$ cat src/rtl/control_sequencer_if.sv
// control_sequencer_if: opcode/memory handshake and datapath strobe bundle for the instruction sequencer
interface control_sequencer_if #(parameter int CNT_W = 16);
   logic             start;
   logic [7:0]       d;
   logic             ir_i;
   logic             ir_hlt;
   logic             mem_ack;
   logic             mem_req;
   logic             mem_we;
   logic [1:0]       ar_sel;
   logic             ir_ld;
   logic             pc_inc;
   logic             pc_ld;
   logic             dr_ld;
   logic             alu_go;
   logic             reg_go;
   logic [7:0]       opc;
   logic [2:0]       state;
   logic             halted;
   logic             mem_err;
   logic             illegal;
   logic [CNT_W-1:0] instr_cnt;
   modport master (
      output start, d, ir_i, ir_hlt, mem_ack,
      input  mem_req, mem_we, ar_sel, ir_ld, pc_inc, pc_ld, dr_ld, alu_go, reg_go,
             opc, state, halted, mem_err, illegal, instr_cnt
   );
   modport slave (
      input  start, d, ir_i, ir_hlt, mem_ack,
      output mem_req, mem_we, ar_sel, ir_ld, pc_inc, pc_ld, dr_ld, alu_go, reg_go,
             opc, state, halted, mem_err, illegal, instr_cnt
   );
endinterface

$ cat src/rtl/control_sequencer.sv
// control_sequencer: fetch/decode/indirect/execute FSM driving memory handshake and datapath strobes
module control_sequencer #(
   parameter int WAIT_MAX = 15,
   parameter int CNT_W    = 16
) (
   input logic                clk,
   input logic                rst,
   control_sequencer_if.slave bus
);
   localparam logic [2:0] IDLE      = 3'd0;
   localparam logic [2:0] FETCH     = 3'd1;
   localparam logic [2:0] READ_IR   = 3'd2;
   localparam logic [2:0] DECODE    = 3'd3;
   localparam logic [2:0] INDIR     = 3'd4;
   localparam logic [2:0] EXEC_MEM  = 3'd5;
   localparam logic [2:0] EXEC_DONE = 3'd6;
   localparam logic [2:0] HALT      = 3'd7;
   logic [2:0]       state, nxt;
   logic [7:0]       opc;
   logic [7:0]       wait_cnt;
   logic [CNT_W-1:0] cnt;
   logic             mem_err;
   logic             is_alu, mem_req, timeout, retire;
   assign is_alu  = |opc[2:0];
   assign mem_req = state == READ_IR || state == INDIR ||
                    (state == EXEC_MEM && (is_alu || opc[3] || opc[5]));
   assign timeout = mem_req && !bus.mem_ack && wait_cnt == 8'(WAIT_MAX - 1);
   always_comb begin
      nxt = state;
      case (state)
         IDLE:      nxt = bus.start ? FETCH : IDLE;
         FETCH:     nxt = READ_IR;
         READ_IR:   nxt = bus.mem_ack ? DECODE : READ_IR;
         DECODE:    nxt = bus.d[7] ? (bus.ir_hlt ? HALT : FETCH) :
                          bus.d[6] ? FETCH : bus.ir_i ? INDIR : EXEC_MEM;
         INDIR:     nxt = bus.mem_ack ? EXEC_MEM : INDIR;
         EXEC_MEM:  nxt = (is_alu || opc[5]) ? (bus.mem_ack ? EXEC_DONE : EXEC_MEM) :
                          opc[3] ? (bus.mem_ack ? FETCH : EXEC_MEM) : FETCH;
         EXEC_DONE: nxt = FETCH;
         default:   nxt = HALT;
      endcase
      if (timeout) nxt = HALT;
   end
   assign retire = (nxt == FETCH && (state == DECODE || state == EXEC_MEM || state == EXEC_DONE)) ||
                   (state == DECODE && nxt == HALT);
   always_ff @(posedge clk) begin
      if (rst) begin
         state    <= IDLE;
         opc      <= '0;
         wait_cnt <= '0;
         cnt      <= '0;
         mem_err  <= 1'b0;
      end else begin
         state    <= nxt;
         opc      <= state == DECODE ? bus.d : opc;
         wait_cnt <= (mem_req && !bus.mem_ack) ? wait_cnt + 8'd1 : 8'd0;
         cnt      <= retire ? cnt + CNT_W'(1) : cnt;
         mem_err  <= mem_err | timeout;
      end
   end
   assign bus.mem_req   = mem_req;
   assign bus.mem_we    = state == EXEC_MEM && !is_alu && (opc[3] || opc[5]);
   assign bus.ar_sel    = state == FETCH ? 2'b01 :
                          (state == DECODE && !bus.d[7] && !bus.d[6]) ? 2'b10 :
                          (state == INDIR && bus.mem_ack) ? 2'b11 : 2'b00;
   assign bus.ir_ld     = state == READ_IR && bus.mem_ack;
   assign bus.pc_inc    = (state == READ_IR && bus.mem_ack) || (state == EXEC_DONE && opc[5]);
   assign bus.pc_ld     = (state == EXEC_MEM && !is_alu && !opc[3] && opc[4]) ||
                          (state == EXEC_DONE && opc[5]);
   assign bus.dr_ld     = state == EXEC_MEM && is_alu && bus.mem_ack;
   assign bus.alu_go    = state == EXEC_DONE && is_alu;
   assign bus.reg_go    = state == DECODE && bus.d[7] && !bus.ir_hlt;
   assign bus.illegal   = state == DECODE && !bus.d[7] && bus.d[6];
   assign bus.opc       = opc;
   assign bus.state     = state;
   assign bus.halted    = state == HALT;
   assign bus.mem_err   = mem_err;
   assign bus.instr_cnt = cnt;
endmodule

$ cat src/flat_wrapper.sv
// flat-port wrapper written by rule: the top's interface ports become plain ports
module control_sequencer_flat 
#(
   parameter int WAIT_MAX = 15,
   parameter int CNT_W    = 16
)
  (clk, rst, bus_start, bus_d, bus_ir_i, bus_ir_hlt, bus_mem_ack, bus_mem_req, bus_mem_we, bus_ar_sel, bus_ir_ld, bus_pc_inc, bus_pc_ld, bus_dr_ld, bus_alu_go, bus_reg_go, bus_opc, bus_state, bus_halted, bus_mem_err, bus_illegal, bus_instr_cnt);
  control_sequencer_if #(.CNT_W(CNT_W)) bus_i ();
  input logic clk;
  input logic rst;
  input wire logic [$bits(bus_i.start)-1:0] bus_start;
  input wire logic [$bits(bus_i.d)-1:0] bus_d;
  input wire logic [$bits(bus_i.ir_i)-1:0] bus_ir_i;
  input wire logic [$bits(bus_i.ir_hlt)-1:0] bus_ir_hlt;
  input wire logic [$bits(bus_i.mem_ack)-1:0] bus_mem_ack;
  output wire logic [$bits(bus_i.mem_req)-1:0] bus_mem_req;
  output wire logic [$bits(bus_i.mem_we)-1:0] bus_mem_we;
  output wire logic [$bits(bus_i.ar_sel)-1:0] bus_ar_sel;
  output wire logic [$bits(bus_i.ir_ld)-1:0] bus_ir_ld;
  output wire logic [$bits(bus_i.pc_inc)-1:0] bus_pc_inc;
  output wire logic [$bits(bus_i.pc_ld)-1:0] bus_pc_ld;
  output wire logic [$bits(bus_i.dr_ld)-1:0] bus_dr_ld;
  output wire logic [$bits(bus_i.alu_go)-1:0] bus_alu_go;
  output wire logic [$bits(bus_i.reg_go)-1:0] bus_reg_go;
  output wire logic [$bits(bus_i.opc)-1:0] bus_opc;
  output wire logic [$bits(bus_i.state)-1:0] bus_state;
  output wire logic [$bits(bus_i.halted)-1:0] bus_halted;
  output wire logic [$bits(bus_i.mem_err)-1:0] bus_mem_err;
  output wire logic [$bits(bus_i.illegal)-1:0] bus_illegal;
  output wire logic [$bits(bus_i.instr_cnt)-1:0] bus_instr_cnt;
  assign bus_i.start = bus_start;
  assign bus_i.d = bus_d;
  assign bus_i.ir_i = bus_ir_i;
  assign bus_i.ir_hlt = bus_ir_hlt;
  assign bus_i.mem_ack = bus_mem_ack;
  assign bus_mem_req = bus_i.mem_req;
  assign bus_mem_we = bus_i.mem_we;
  assign bus_ar_sel = bus_i.ar_sel;
  assign bus_ir_ld = bus_i.ir_ld;
  assign bus_pc_inc = bus_i.pc_inc;
  assign bus_pc_ld = bus_i.pc_ld;
  assign bus_dr_ld = bus_i.dr_ld;
  assign bus_alu_go = bus_i.alu_go;
  assign bus_reg_go = bus_i.reg_go;
  assign bus_opc = bus_i.opc;
  assign bus_state = bus_i.state;
  assign bus_halted = bus_i.halted;
  assign bus_mem_err = bus_i.mem_err;
  assign bus_illegal = bus_i.illegal;
  assign bus_instr_cnt = bus_i.instr_cnt;
  control_sequencer #(.WAIT_MAX(WAIT_MAX), .CNT_W(CNT_W)) u_core (.clk(clk), .rst(rst), .bus(bus_i));
endmodule
$ cat config.mk
export PLATFORM = sky130hd
export DESIGN_NAME = control_sequencer_flat
export DESIGN_NICKNAME = d
export VERILOG_FILES = /design/src/rtl/control_sequencer_if.sv /design/src/rtl/control_sequencer.sv /design/src/flat_wrapper.sv
export SDC_FILE = /design/constraint.sdc
export NUM_CORES = 1
export LEC_CHECK = 0
export CAP_MARGIN = 15
export CELL_PAD_IN_SITES_DETAIL_PLACEMENT = 0
export CELL_PAD_IN_SITES_GLOBAL_PLACEMENT = 1
export CORE_AREA = 2 2 77 79
export CTS_CLUSTER_DIAMETER = 50
export DETAILED_ROUTE_END_ITERATION = 7
export DIE_AREA = 0 0 79 81
export PLACE_DENSITY_LB_ADDON = 0.1
export RECOVER_POWER = 25
export SYNTH_ARGS = -nofsm -noshare
export SYNTH_HDL_FRONTEND = slang
export SYNTH_SLANG_ARGS = --single-unit
$ cat constraint.sdc
create_clock -name clk -period 2.5 [get_ports clk]
set_clock_uncertainty 0.2 [all_clocks]
set_input_delay 0.75 -clock clk [delete_from_list [all_inputs] [get_ports clk]]
set_output_delay 0.75 -clock clk [all_outputs]
set_load 0.02 [all_outputs]
# Word-level counts from Yosys, hierarchy flattened
# Cells that the tools add are included.
op_classes:
  n_addsub: 2
  mul: 0
  n_div: 0
  magnitude_cmp: 0
  eq_ne: 10
  shift: 0
  muxes: 16
  bitwise: 2
  n_reduce_logical: 40
op_table:
  columns: ["cell", "count"]
  rows:
  - ["two-way mux 3 bit", 7]
  - ["case mux 3 bit (7 select lines)", 1]
  - ["logical AND 1 bit", 20]
  - ["adder 16 x 1 -> 16 bit (second input constant)", 1]
  - ["equality test 3 bit (second input constant)", 5]
  - ["logical OR 1 bit", 11]
  - ["adder 8 x 1 -> 8 bit (second input constant)", 1]
  - ["equality test 8 x 4 -> 1 bit (second input constant)", 1]
  - ["two-way mux 2 bit", 4]
  - ["equality test 3 x 1 -> 1 bit (second input constant)", 2]
  - ["equality test 3 x 2 -> 1 bit (second input constant)", 2]
  - ["zero test 1 bit", 6]
  - ["two-way mux 1 bit", 4]
  - ["zero test 3 bit", 1]
  - ["OR reduction 3 bit", 1]
  - ["OR reduction 2 bit", 1]
  - ["inverter 1 bit", 1]
  - ["bitwise OR 1 bit", 1]
totals:
  regBits: 36
  latch_bits: 0
  ram_bits: 0
  mem_bits_ro: 0
  in_bits: 14
  output_inout_bits: 40
  memories: 0

# Longest topological paths before layout
# Gate-level depths: netlist of run 1.
logic_depth:
  depth_word: 11
  ltp_mapped: 7
  mapped_depth_nobuf: 5

# Worst setup path before layout of run 1
# No wires, ideal clock.
synth_timing:
  path_kind: "reg-to-output"
  start: "reg u_core.state[1], in the netlist u_core.bus.state[1]"
  end: "out bus_ar_sel[1]"
  t_arrival_ns: 1.892
  t_required_ns: 1.550
  path_slack_ns: -0.342
  path_stages_with_launch: 6
  n_path_buf: 3
  cell_sequence: "dfxtp_1 clkbuf_1 clkbuf_1 nand2_1 clkbuf_1 o32ai_1"
synth_between:
  elab_chain_len: 5
  word_cells_on_any_way: 9
synth_rtl:
  columns: ["item", "line", "text"]
  rows:
  - ["start, declared", "control_sequencer.sv:18", "logic [2:0] state, nxt;"]
  - ["start signal, assigned", "control_sequencer.sv:54", "state <= nxt;"]
  - ["equality test 3 bit / equality test 3 x 2 -> 1 bit (equally long branches)", "control_sequencer.sv:65, control_sequencer.sv:64", null]
  - ["logical AND 1 bit, on equally long branches", "control_sequencer.sv:65, control_sequencer.sv:64", null]
  - ["two-way mux 2 bit / logical AND 1 bit (equally long branches)", "control_sequencer.sv:65, control_sequencer.sv:64", null]
  - ["two-way mux 2 bit", "control_sequencer.sv:64", "(state == DECODE && !bus.d[7] && !bus.d[6]) ? 2'b10 :"]
  - ["two-way mux 2 bit (*)", "control_sequencer.sv:63", "assign bus.ar_sel = state == FETCH ? 2'b01 :"]
  - ["end, declared", "flat_wrapper.sv:18", "output wire logic [$bits(bus_i.ar_sel)-1:0] bus_ar_sel;"]
# Mark *: on every way between the ends. The rest lies on a longest branch, timed or not.

# Final worst setup path of run 1
layout_timing:
  start: "reg u_core.opc[0], in the netlist u_core.bus.opc[0]"
  end: "reg u_core.cnt[9], in the netlist u_core.bus.instr_cnt[9]"
layout_between:
  elab_chain_len: 11
  word_cells_on_any_way: 16
layout_rtl:
  columns: ["item", "line", "text"]
  rows:
  - ["start, declared", "control_sequencer.sv:19", "logic [7:0] opc;"]
  - ["start signal, assigned", "control_sequencer.sv:55", "opc <= state == DECODE ? bus.d : opc;"]
  - ["OR reduction 3 bit (*)", "control_sequencer.sv:24", "assign is_alu = |opc[2:0];"]
  - ["parallel branches: the longest is 6 deep, another holds case mux 3 bit (7 select lines)", null, null]
  - ["two-way mux 3 bit (*)", "control_sequencer.sv:42", "if (timeout) nxt = HALT;"]
  - ["equality test 3 x 1 -> 1 bit / equality test 3 bit (equally long branches)", "control_sequencer.sv:44, control_sequencer.sv:45", null]
  - ["logical AND 1 bit, on equally long branches", "control_sequencer.sv:44, control_sequencer.sv:45", null]
  - ["logical OR 1 bit (*)", "control_sequencer.sv:44", "assign retire = (nxt == FETCH && (state == DECODE || state == EXEC_MEM || state == EXEC_DONE)) ||"]
  - ["end signal, assigned", "control_sequencer.sv:57", "cnt <= retire ? cnt + CNT_W'(1) : cnt;"]
  - ["end, declared", "control_sequencer.sv:21", "logic [CNT_W-1:0] cnt;"]
# Every way passes the cells marked *.
# A chain may end at the register's enable or synchronous reset.

==> impl_metrics.py, run 1 <==
metrics = {
    "sta": {
        "setup_viol": 0,
        "fmax_ghz": 0.406,
        "drv_slew": 0,
        "worstMarginPinSlew_ns": 0.518,
        "fin_crit_ns": 2.46,
        "slew_headroom_pct": 65.4,
        "tns_ns": 0,
        "setup_ws_ns": 0.0353,
        "rsz0062_at_grt": "yes",
        "hold_violations": 0,
        "fin_crit_sh_pct": 98.6,
    },
    "floorplanning": {
        "core_area_mm2": 0.00568,
        "start_util_pct": 32.1,
        "dieWidth_um": 79,
        "die-area_mm2": 0.00640,
        "num_rows": 28,
        "fp.dieH_um": 81,
        "io_pins": 54,
    },
    "hold_path": {
        "holdCritStartpoint": "u_core.bus.mem_err$_SDFF_PP0_",
        "hold_depth": 2,
        "hold_end": "u_core.bus.mem_err$_SDFF_PP0_",
        "hold_path_class": "register to register",
    },
    "detailed_routing": {
        "num_vias": 1825,
        "drc": 0,
        "drt-initial-drc-count": 76,
        "firstDrtPassIters": 4,
        "antenna_left": 0,
        "wl_per_cell_um": 12.7,
        "routed_wirelength_um": 4820,
        "viasPerCell": 4.83,
    },
    "cts": {
        "postCtsSetupRepairBufs": 0,
        "cts.htree.levels": 2,
        "clockRootBuffer": "clkbuf_8",
        "cts_tree": "yes",
        "ctsHoldBuffers": 0,
        "cts.sinks": 36,
        "numCtsBuffers": 5,
        "insertion_delay_ns": 0.28,
        "clk_path_buf_depth": 2,
        "clk_pin_slew_ns": 0.07,
    },
    "place": {
        "placed_area_mm2": 0.00268,
        "post-place-ws_ns": -0.691,
        "dp.cells": 371,
        "place_hpwl_um": 3660,
        "port-buffer-count": 53,
        "place.gp.congestion": 0.797,
    },
    "grt": {
        "grt_overflow": 0,
        "grt_max_degree": 13,
        "grt_use_total_pct": 15.7,
        "antenna_found_initial": 0,
        "grt_pass1_vias": 1640,
        "grt_first_pass_wirelength_um": 8060,
    },
    "logic_synthesis": {
        "synthArstFlopShare_pct": 0,
        "yosys-top-cells-area": "dfxtp_1 (40%), a21oi_1 (6.9%), nor2_1 (5.6%), nand2_1 (4.3%), xor2_1 (3.4%)",
        "syn_area_per_cell_um2": 8.03,
        "yosys.area.top_type": "dfxtp_1",
        "synth_most_common_cell": "dfxtp_1",
        "yosysTopAreaCellShare_pct": 39.6,
        "ys_ff_latch": 36,
        "synth_edf_count": 0,
        "synth_flop_cell": "dfxtp_1",
        "yosys_warnings": 0,
        "synthTopCellsByCount": "dfxtp_1 (36), nor2_1 (27), a21oi_1 (25)",
        "yosysSeqAreaShare_pct": 39.6,
        "netlist_instances": 227,
        "synth_area_mm2": 0.00182,
        "synth_cell_types": 37,
        "syn_nets": 244,
    },
    "cells_and_area": {
        "synthToLayoutAreaGrowth_pct": 51.0,
        "finalNetCount": 320,
        "final_area_mm2": 0.00275,
        "drive_gt1_share_pct": 20.1,
        "antennaDiodeCount": 0,
        "final_cells": 378,
        "utilization_pct": 48.5,
    },
    "job": {
        "drv_cap": 0,
    },
    "critical_path": {
        "slowest_delay_ns": 0.43,
        "critical_path_buf_inv_count": 1,
        "worstPathRequired_ns": 2.46,
        "arrival_ns": 2.43,
        "crit_type": "register to register",
        "cp_max_fo": 11,
        "r2r-start": "u_core.bus.opc[0]$_SDFFE_PP0P_",
        "r2r_slack_ns": 0.04,
        "cp-end-kind": "register",
        "reg2regPathDepth": 6,
        "crit_family": "simple AND/OR/NAND/NOR gates",
        "start_kind": "register",
        "path_cells": "or3_4, buf_4, nor4b_4, a22oi_2, nor4_2, mux2_2",
        "slowest_stage": "or3_4",
        "rr_endpoint": "u_core.bus.instr_cnt[9]$_SDFFE_PP0P_",
    },
    "status": {
        "status": "complete, no violations",
    },
    "power_and_ir_drop": {
        "irDropWorstVdd_mv": 0.316,
        "p_leak_nw": 1.08,
        "power_density_mw_per_mm2": 453,
    },
}
## per-layer routing
metal	global-route usage, %	wire (um)	up-vias
met5	0	0	-
met4	3.62	26	0
met3	3.00	181	2
met2	23.6	2120	29
met1	23.2	2490	833
li1	-	-	961
## how the worst max path moves through the flow
stage                              startpoint                                    to  slack [ns]  cells after the start
2_1_floorplan  u_core.bus.state[2]$_SDFF_PP0_                         bus_ar_sel[1]        0.01                      6
3_3_place_gp                      bus_mem_ack                         bus_ar_sel[1]       -0.70                      4
3_5_place_dp                         bus_d[7]                            bus_reg_go       -0.69                      3
4_1_cts        u_core.bus.state[0]$_SDFF_PP0_                             bus_dr_ld       0.004                      5
5_1_grt        u_core.bus.opc[0]$_SDFFE_PP0P_  u_core.bus.instr_cnt[9]$_SDFFE_PP0P_       -0.06                      6
6_report       u_core.bus.opc[0]$_SDFFE_PP0P_  u_core.bus.instr_cnt[9]$_SDFFE_PP0P_        0.04                      6
## metrics by stage
stage | power [mW] | hold WS (ns)
global route | 1.31 | 0.276
global placement | 0.828 | 0.235
CTS | 1.28 | 0.250
finish | 1.25 | 0.246
detailed placement | 0.827 | 0.238
floorplan | 0.713 | 0.253
## final cells by class
| class | instances | area (um^2) |
|---|---|---|
| Clock buffer | 7 | 96.3 |
| Fill cell | 579 | 2920 |
| Inverter | 4 | 15.0 |
| Multi-Input combinational cell | 174 | 1100 |
| Sequential cell | 36 | 723 |
| Tap cell | 75 | 93.8 |
| Timing Repair Buffer | 82 | 721 |
## what timing repair did
action                                  4_1_cts  5_1_grt
endpoints found under the setup margin       27       12
resized for setup                            40       12
cloned                                        0        0
## worst reg2reg max path: stages, from the launching register on
cell	delay, ns
dfxtp_1	0.34
or3_4	0.43
buf_4	0.16
nor4b_4	0.27
a22oi_2	0.24
nor4_2	0.35
mux2_2	0.37
## placed cells by master, fill, tap and decap left out, types with 3 or more instances in the layout
cell type	n
dfxtp_1	34
or4_1	5
a21oi_1	24
nand3_1	11
mux2i_1	3
buf_4	28
nand2_1	21
nand4_1	8
nor2b_1	6
nor2_1	27
inv_1	4
o31ai_1	5
ha_1	3
clkdlybuf4s50_1	34
nand2b_1	4
and3_1	4
buf_2	3
or3_1	7
mux2_2	3
dlygate4sd2_1	5
clkbuf_8	7
o21ai_0	8
xor2_1	7
clkbuf_2	4
## registers in the layout (all words and copies together), names as in the netlist
register	flops
u_core.bus.instr_cnt	16
u_core.bus.mem_err	1
u_core.bus.opc	8
u_core.bus.state	3
u_core.wait_cnt	8
## cells by family after synthesis
logic type / count (synthesis) / share of synthesized area, %
AND/OR/NAND/NOR: 109 / 31.9
AO/OA/AOI/OAI: 47 / 15.2
flip-flops: 36 / 39.6
buffers and inverters: 17 / 3.50
XOR/XNOR: 9 / 4.33
multiplexers: 6 / 3.50
adder cells (fa/ha/maj): 3 / 2.06
## power by group
part | total [mW] | internal [mW] | switching [mW]
Sequential | 0.593 | 0.583 | 0.0103
Clock | 0.442 | 0.246 | 0.196
Combinational | 0.212 | 0.101 | 0.110
Total | 1.25 | 0.930 | 0.317
(Power assumes the default switching activity.)
==> run 2: changes to the inputs <==
CORE_AREA = 2 2 75 77   (was 2 2 77 79)
DIE_AREA = 0 0 77 79   (was 0 0 79 81)
clock period = 3.1 ns   (was 2.5 ns; I/O delays follow)
==> impl_metrics.py, run 2 (synthesis results as in run 1) <==
metrics = {
    "critical_path": {
        "slowest_delay_ns": 0.56,
        "start_kind": "primary input",
        "arrival_ns": 1.92,
        "crit_type": "primary input to output port",
        "slowest_stage": "clkdlybuf4s50_1",
        "crit_family": "buffers and inverters",
        "cp_max_fo": 4,
        "path_cells": "clkdlybuf4s50_1, nor3b_1, buf_2",
        "worstPathRequired_ns": 1.97,
        "cp-end-kind": "output port",
        "critical_path_buf_inv_count": 2,
    },
    "detailed_routing": {
        "drt-initial-drc-count": 59,
        "wl_per_cell_um": 13.9,
        "firstDrtPassIters": 4,
        "antenna_left": 0,
        "viasPerCell": 4.99,
        "num_vias": 1801,
        "routed_wirelength_um": 5020,
        "drc": 0,
    },
    "cells_and_area": {
        "antennaDiodeCount": 0,
        "finalNetCount": 306,
        "drive_gt1_share_pct": 12.5,
        "mostFrequentLayoutCells": "clkdlybuf4s50_1 (42), dfxtp_1 (36), nor2_1 (27), a21oi_1 (25), nand2_1 (21)",
        "largest_reg_flops": 16,
        "synthToLayoutAreaGrowth_pct": 40.9,
        "final_common_cell": "clkdlybuf4s50_1",
        "utilization_pct": 48.1,
    },
    "floorplanning": {
        "start_util_pct": 34.1,
        "core_area_mm2": 0.00534,
        "dieWidth_um": 77,
        "io_pins": 54,
        "num_rows": 27,
        "fp.dieH_um": 79,
        "die-area_mm2": 0.00608,
    },
    "grt": {
        "grt_first_pass_wirelength_um": 8190,
        "grt_pass1_vias": 1648,
        "grt_overflow": 0,
        "antenna_found_initial": 0,
        "grt_max_degree": 32,
        "grt_use_total_pct": 16.9,
    },
    "sta": {
        "slew_headroom_pct": 52.9,
        "fmax_ghz": 0.328,
        "tns_ns": 0,
        "setup_viol": 0,
        "hold_violations": 0,
        "fin_crit_ns": 3.05,
        "fin_crit_sh_pct": 98.5,
        "rsz0062_at_grt": "yes",
        "setup_ws_ns": 0.0480,
        "drv_slew": 0,
        "worstMarginPinSlew_ns": 0.707,
        "whs_ns": 0.265,
    },
    "cts": {
        "clk_pin_slew_ns": 0.07,
        "postCtsSetupRepairBufs": 0,
        "cts.sinks": 36,
        "clk_path_buf_depth": 2,
        "numCtsBuffers": 5,
        "cts_tree": "yes",
        "clockRootBuffer": "clkbuf_8",
        "cts.htree.levels": 2,
        "insertion_delay_ns": 0.29,
    },
    "status": {
        "status": "complete, no violations",
    },
    "power_and_ir_drop": {
        "power_density_mw_per_mm2": 371,
        "p_leak_nw": 0.973,
        "irDropWorstVdd_mv": 0.331,
    },
    "place": {
        "post-place-ws_ns": -0.382,
        "port-buffer-count": 53,
        "place_hpwl_um": 3600,
        "place.gp.congestion": 0.785,
    },
    "job": {
        "drv_cap": 0,
    },
    "hold_path": {
        "hold_path_class": "register to register",
    },
}
==> run 2: worst reg2reg max path, cell delays in order, from the launching register on <==
cell     delay [ns]
dfxtp_1        0.34
or3_4          0.43
nor4b_4        0.27
a22oi_2        0.23
nor4_1         0.34
mux2_2         0.37
==> run 2: what timing repair did <==
action | in CTS | in global routing
resized for setup | 26 | 8
setup endpoints to repair | 7 | 6
pin swaps | 0 | 0
hold buffers | 0 | 0
endpoints found under the hold margin | 0 | 0
==> run 2: final timing paths <==
| check | startpoint | endpoint | slack [ns] | cells after the start |
|---|---|---|---|---|
| max | bus_d[7] | bus_reg_go | 0.05 | 3 |
| min | u_core.bus.mem_err$_SDFF_PP0_ | u_core.bus.mem_err$_SDFF_PP0_ | 0.27 | 2 |
| max reg2reg | u_core.bus.opc[0]$_SDFFE_PP0P_ | u_core.bus.instr_cnt[9]$_SDFFE_PP0P_ | 0.82 | 5 |
| min reg2reg | u_core.bus.mem_err$_SDFF_PP0_ | u_core.bus.mem_err$_SDFF_PP0_ | 0.27 | 2 |
==> run 2: final cells by class <==
type,instances,area (um^2)
Inverter,4,15.0
Timing Repair Buffer,68,613
Clock inverter,1,5.00
Tap cell,72,90.1
Sequential cell,36,721
Fill cell,563,2770
Clock buffer,6,72.6
Multi-Input combinational cell,174,1050
==> run 2: report_power, final <==
group	switching [mW]	total [mW]	leakage (nW)	internal, mW
logic	0.0868	0.157	0.642	0.0698
registers	0.00719	0.477	0.290	0.469
clock network	0.167	0.319	0.0410	0.153
==> run 2: routing by layer <==
layer / part of all wire, % / wire (um) / global-route usage (%)
met4: 1.5 / 74 / 6.43
met2: 43 / 2140 / 25.1
met5: 0 / 0 / 0
met1: 52 / 2610 / 23.5
met3: 4.0 / 203 / 4.20
==> run 2: per-stage QoR <==
stage                     cells  total power [mW]  area [um^2]
final                       361             0.953         2570
after global routing        361             0.994         2570
after CTS                   361             0.967         2560
after detailed placement    354             0.648         2510
after global placement      354             0.647         2510
after floorplan             227             0.570         1820
